$ cat src/rtl/double_buffer.sv
// Ping-pong line buffer: a built-in pattern generator fills the back line while the front line is scanned out.
// Optional macro DBUF_GRID_EN overlays an all-ones grid on every 8th pixel column and line.
module double_buffer #(
  parameter  int WIDTH       = 64,
  parameter  int HEIGHT      = 48,
  parameter  int PIXEL_SIZE  = 8,
  localparam int PACKED_SIZE = WIDTH * PIXEL_SIZE,
  localparam int LW          = $clog2(HEIGHT)
) (
  input  logic                   clk,
  input  logic                   resetn,
  output logic [PACKED_SIZE-1:0] packed_buffer,
  output logic [LW:0]            hline_sel
);

  localparam int XW = $clog2(WIDTH);

  logic [PACKED_SIZE-1:0] r_buf_a;
  logic [PACKED_SIZE-1:0] r_buf_b;
  logic                   r_sel;
  logic [XW-1:0]          r_wr_x;
  logic [LW-1:0]          r_gen_line;
  logic [LW-1:0]          r_index;
  logic                   r_valid;
  logic [PIXEL_SIZE-1:0]  w_pix;

  function automatic logic [PIXEL_SIZE-1:0] f_pix(input logic [XW-1:0] x, input logic [LW-1:0] l);
    logic [31:0] sum;
    sum = 32'(x) + 32'(l);
`ifdef DBUF_GRID_EN
    if ((32'(x) % 32'd8 == 32'd0) || (32'(l) % 32'd8 == 32'd0)) begin
      sum = '1;
    end
`endif
    return sum[PIXEL_SIZE-1:0];
  endfunction

  always_comb begin
    w_pix = f_pix(r_wr_x, r_gen_line);
  end

  always_ff @(posedge clk) begin
    if (resetn) begin
      r_buf_a    <= '0;
      r_buf_b    <= '0;
      r_sel      <= 1'b0;
      r_wr_x     <= '0;
      r_gen_line <= '0;
      r_index    <= '0;
      r_valid    <= 1'b0;
    end else begin
      // Only the back buffer (the one not selected for scan-out) is ever written.
      if (r_sel) begin
        r_buf_a[int'(r_wr_x)*PIXEL_SIZE +: PIXEL_SIZE] <= w_pix;
      end else begin
        r_buf_b[int'(r_wr_x)*PIXEL_SIZE +: PIXEL_SIZE] <= w_pix;
      end
      if (r_wr_x == XW'(WIDTH - 1)) begin
        r_sel      <= ~r_sel;
        r_wr_x     <= '0;
        r_index    <= r_gen_line;
        r_valid    <= 1'b1;
        r_gen_line <= (r_gen_line == LW'(HEIGHT - 1)) ? '0 : r_gen_line + 1'b1;
      end else begin
        r_wr_x <= r_wr_x + 1'b1;
      end
    end
  end

  assign packed_buffer = r_sel ? r_buf_b : r_buf_a;
  assign hline_sel     = {r_valid, r_index};

endmodule

$ cat config.mk
export PLATFORM = sky130hd
export DESIGN_NAME = double_buffer
export DESIGN_NICKNAME = d
export VERILOG_FILES = /design/src/rtl/double_buffer.sv
export SDC_FILE = /design/constraint.sdc
export NUM_CORES = 2
export LEC_CHECK = 0
export CAP_MARGIN = 20
export CORE_ASPECT_RATIO = 2
export CORE_MARGIN = 2
export CORE_UTILIZATION = 56
export DETAILED_ROUTE_END_ITERATION = 10
export GPL_TIMING_DRIVEN = 0
export PLACE_DENSITY = 0.78
export SYNTH_ARGS = -nofsm -noshare
export SYNTH_HDL_FRONTEND = slang
export SYNTH_SLANG_ARGS = --single-unit
$ cat constraint.sdc
create_clock -name clk -period 7.95 [get_ports clk]
set_clock_uncertainty 0.1 [all_clocks]
set_input_delay 1.59 -clock clk [delete_from_list [all_inputs] [get_ports clk]]
set_output_delay 1.59 -clock clk [all_outputs]
set_load 0.01 [all_outputs]
==> results_dict.tcl <==
set metrics [dict create \
    status "complete, no violations" \
    yosys-top-cells-area "dfxtp_1 44%, mux2i_1 13%, mux2_2 12%" \
    min_delay_worst_endpoint "r_buf_a[218]$_SDFFE_PP0P_" \
    drive_above_1_share 0.173 \
    cts_setup_buffers 0 \
    synth_top_family_by_area "multiplexers" \
    dp.cells 5818 \
    viasPerCell 6.36 \
    path_clk_slew_ns 0.07 \
    irDropWorstVdd_v 0.000183 \
    cp.required_ns 6.26 \
    start_util 0.562 \
    post_cts_resized 0 \
    syn_to_final_growth_pct 23.2 \
    core_area_um2 73600 \
    clock_latency_ns 0.70 \
    cts_sinks 916 \
    setup.worst_path.end_class "output pin" \
    hpwl_mm 139 \
    final_cell_area_um2 50900 \
    synth-adder-area-share 0.00351 \
    slew_violations 0 \
    synth_edf_count 0 \
    wirelength_met1_mm 60.5 \
    yosysMostFrequentCell "dfxtp_1" \
    stdcell_count 5989 \
    p_leak_nw 20.6 \
    grt_max_degree 17 \
    r2r_setup_slack_ns 2.65 \
    wl_mm 187 \
    netlist_instances 4325 \
    dieArea_um2 76200 \
    final.setup.tns_ns 0 \
    hold_class "flip-flop to flip-flop" \
    synth_commonest_cells "916 x dfxtp_1, 626 x nor2_1, 521 x mux2i_1" \
    grt_pass1_vias 37300 \
    max_freq_mhz 149 \
    fin_nets 5008 \
    fin_util 0.693 \
    synth_xor_area_frac 0.00378 \
    crit_fanout 10 \
    io_pins 521 \
    routabilityCongestion 1.10 \
    root_buffer "clkbuf_16" \
    critPathArrivalTime_ns 5.00 \
    placed_area_um2 48000 \
    first_pass_iters 6 \
    crit-reg2reg-launch "r_wr_x[0]$_SDFF_PP0_" \
    gr-total-overflow 0 \
    startpoint_type "flip-flop" \
    r2r_cells 12 \
    netlist_area_um2 41300 \
    hold_viol_final 0 \
    ys_seq_area_frac 0.443 \
    ant_nets 0 \
    worst_slew_pin_slew_ns 1.30 \
    synth_cell_types 74 \
    slew_headroom 0.129 \
    cts_made_buffers 80 \
    fillers 5888 \
    fin_crit_sh 0.842 \
    route.met3.wl_mm 18.4 \
    hp-start "r_buf_a[218]$_SDFFE_PP0P_" \
    synth_compound_area_frac 0.0617 \
    totalPowerFinal_w 0.00951 \
    top_layer "met5" \
    port_buffers 455 \
    grt_pass1_wl_mm 261 \
    clockBufferDepth 3 \
    rsz0062_at_grt "false" \
    synth_area_leader_cell "dfxtp_1" \
    drtIter0Drc 3737 \
    die_w_um 196 \
    num_vias 38100 \
    yosys_register_bits 916 \
    holdBufCountCts 0 \
    yosysTopAreaCellShare 0.443 \
    syn_area_per_cell_um2 9.56 \
    p_per_area_nw_per_um2 187 \
    antenna_found_initial 11 \
    rows 141 \
    drc_errors 0 \
    die_h_um 388 \
    grt_use_total 0.483 \
    holdPathStages 2 \
    synth_flop_cell "dfxtp_1" \
    ys_warn_count 0 \
    wl_met2_mm 83.7 \
    wl_per_cell_um 31.1 \
    fin_crit_ns 6.69 \
    synth.area.mux_share 0.248 \
    critPathKind "flip-flop to output pin" \
    max_cap_viol_count 0 \
    setup_viol 0 \
    r2r_end "r_buf_a[27]$_SDFFE_PP0P_" \
    cts_max_level 3 \
    synthSimpleGateAreaFrac 0.193 \
    cts_tree "built" \
    synthArstFlopShare 0 \
]
-- how the worst max path moves through the flow --
stage | to | startpoint
after floorplan | packed_buffer[100] | r_sel$_SDFFE_PP0P_
after global placement | packed_buffer[136] | r_sel$_SDFFE_PP0P_
after detailed placement | packed_buffer[181] | r_sel$_SDFFE_PP0P_
after CTS | packed_buffer[181] | r_sel$_SDFFE_PP0P_
after global routing | packed_buffer[484] | r_sel$_SDFFE_PP0P_
final | packed_buffer[483] | r_sel$_SDFFE_PP0P_
-- sequential cells by signal, summed over array words and instances, names as in the netlist --
register,cells
r_valid,1
r_wr_x,6
r_gen_line,6
r_buf_a,448
r_sel,1
r_index,6
r_buf_b,448
-- placed cells by master, fill, tap and decap left out, types with 80 or more instances in the layout --
| master | n |
|---|---|
| a21oi_1 | 159 |
| clkdlybuf4s50_1 | 455 |
| nand2b_1 | 109 |
| clkbuf_1 | 263 |
| nor2_1 | 626 |
| nand2_1 | 241 |
| buf_4 | 80 |
| mux2i_1 | 521 |
| mux2_2 | 448 |
| nand3b_1 | 127 |
| o21ai_0 | 185 |
| nand3_1 | 160 |
| dfxtp_1 | 916 |
| clkbuf_16 | 82 |
-- kinds of logic (layout without fill, tap and decap cells) --
family          count (synthesis)  count (layout)
compound gates                446             446
xor+xnor                       17              17
fa+ha+maj                      11              11
buf+inv                       406            1070
flops                         916             916
mux                           969             969
other cells                     1              72
simple gates                 1559            1559
-- worst max-delay path, cell delays in order, from the launching register on --
cell	delay (ns)
dfxtp_1	0.40
clkbuf_1	0.55
clkbuf_1	0.57
clkbuf_1	0.90
clkbuf_1	0.89
mux2_2	0.47
clkdlybuf4s50_1	0.49
-- power by group --
part / internal (W) / switching [W]
clock network: 0.00223 / 0.00185
registers: 0.00459 / 0.00000326
logic: 0.000161 / 0.000679
-- through the flow --
step	setup WS (ns)	hold slack, ns
2_1_floorplan	4.39	0.328
3_3_place_gp	2.13	0.338
3_5_place_dp	2.10	0.345
4_1_cts	1.36	0.354
5_1_grt	1.22	0.366
6_report	1.26	0.354
-- per-layer routing --
| metal | vias to the layer above | track usage |
|---|---|---|
| li1 | 16400 | - |
| met1 | 18100 | 0.489 |
| met2 | 2639 | 0.761 |
| met3 | 983 | 0.148 |
| met4 | 8 | 0.506 |
| met5 | - | 0 |
-- area by class of cell --
type	count	area, um^2	share of cell area
multi-input cells	3066	21400	0.421
flip-flops and latches	916	18300	0.360
repair buffers	525	5420	0.106
clock buffers	115	2350	0.0460
plain buffers	401	1900	0.0372
well taps	929	1160	0.0228
clock inverters	24	323	0.00634
diodes	8	20.0	0.000393
inverters	5	18.8	0.000368
Power figures use the tool's default switching activity.
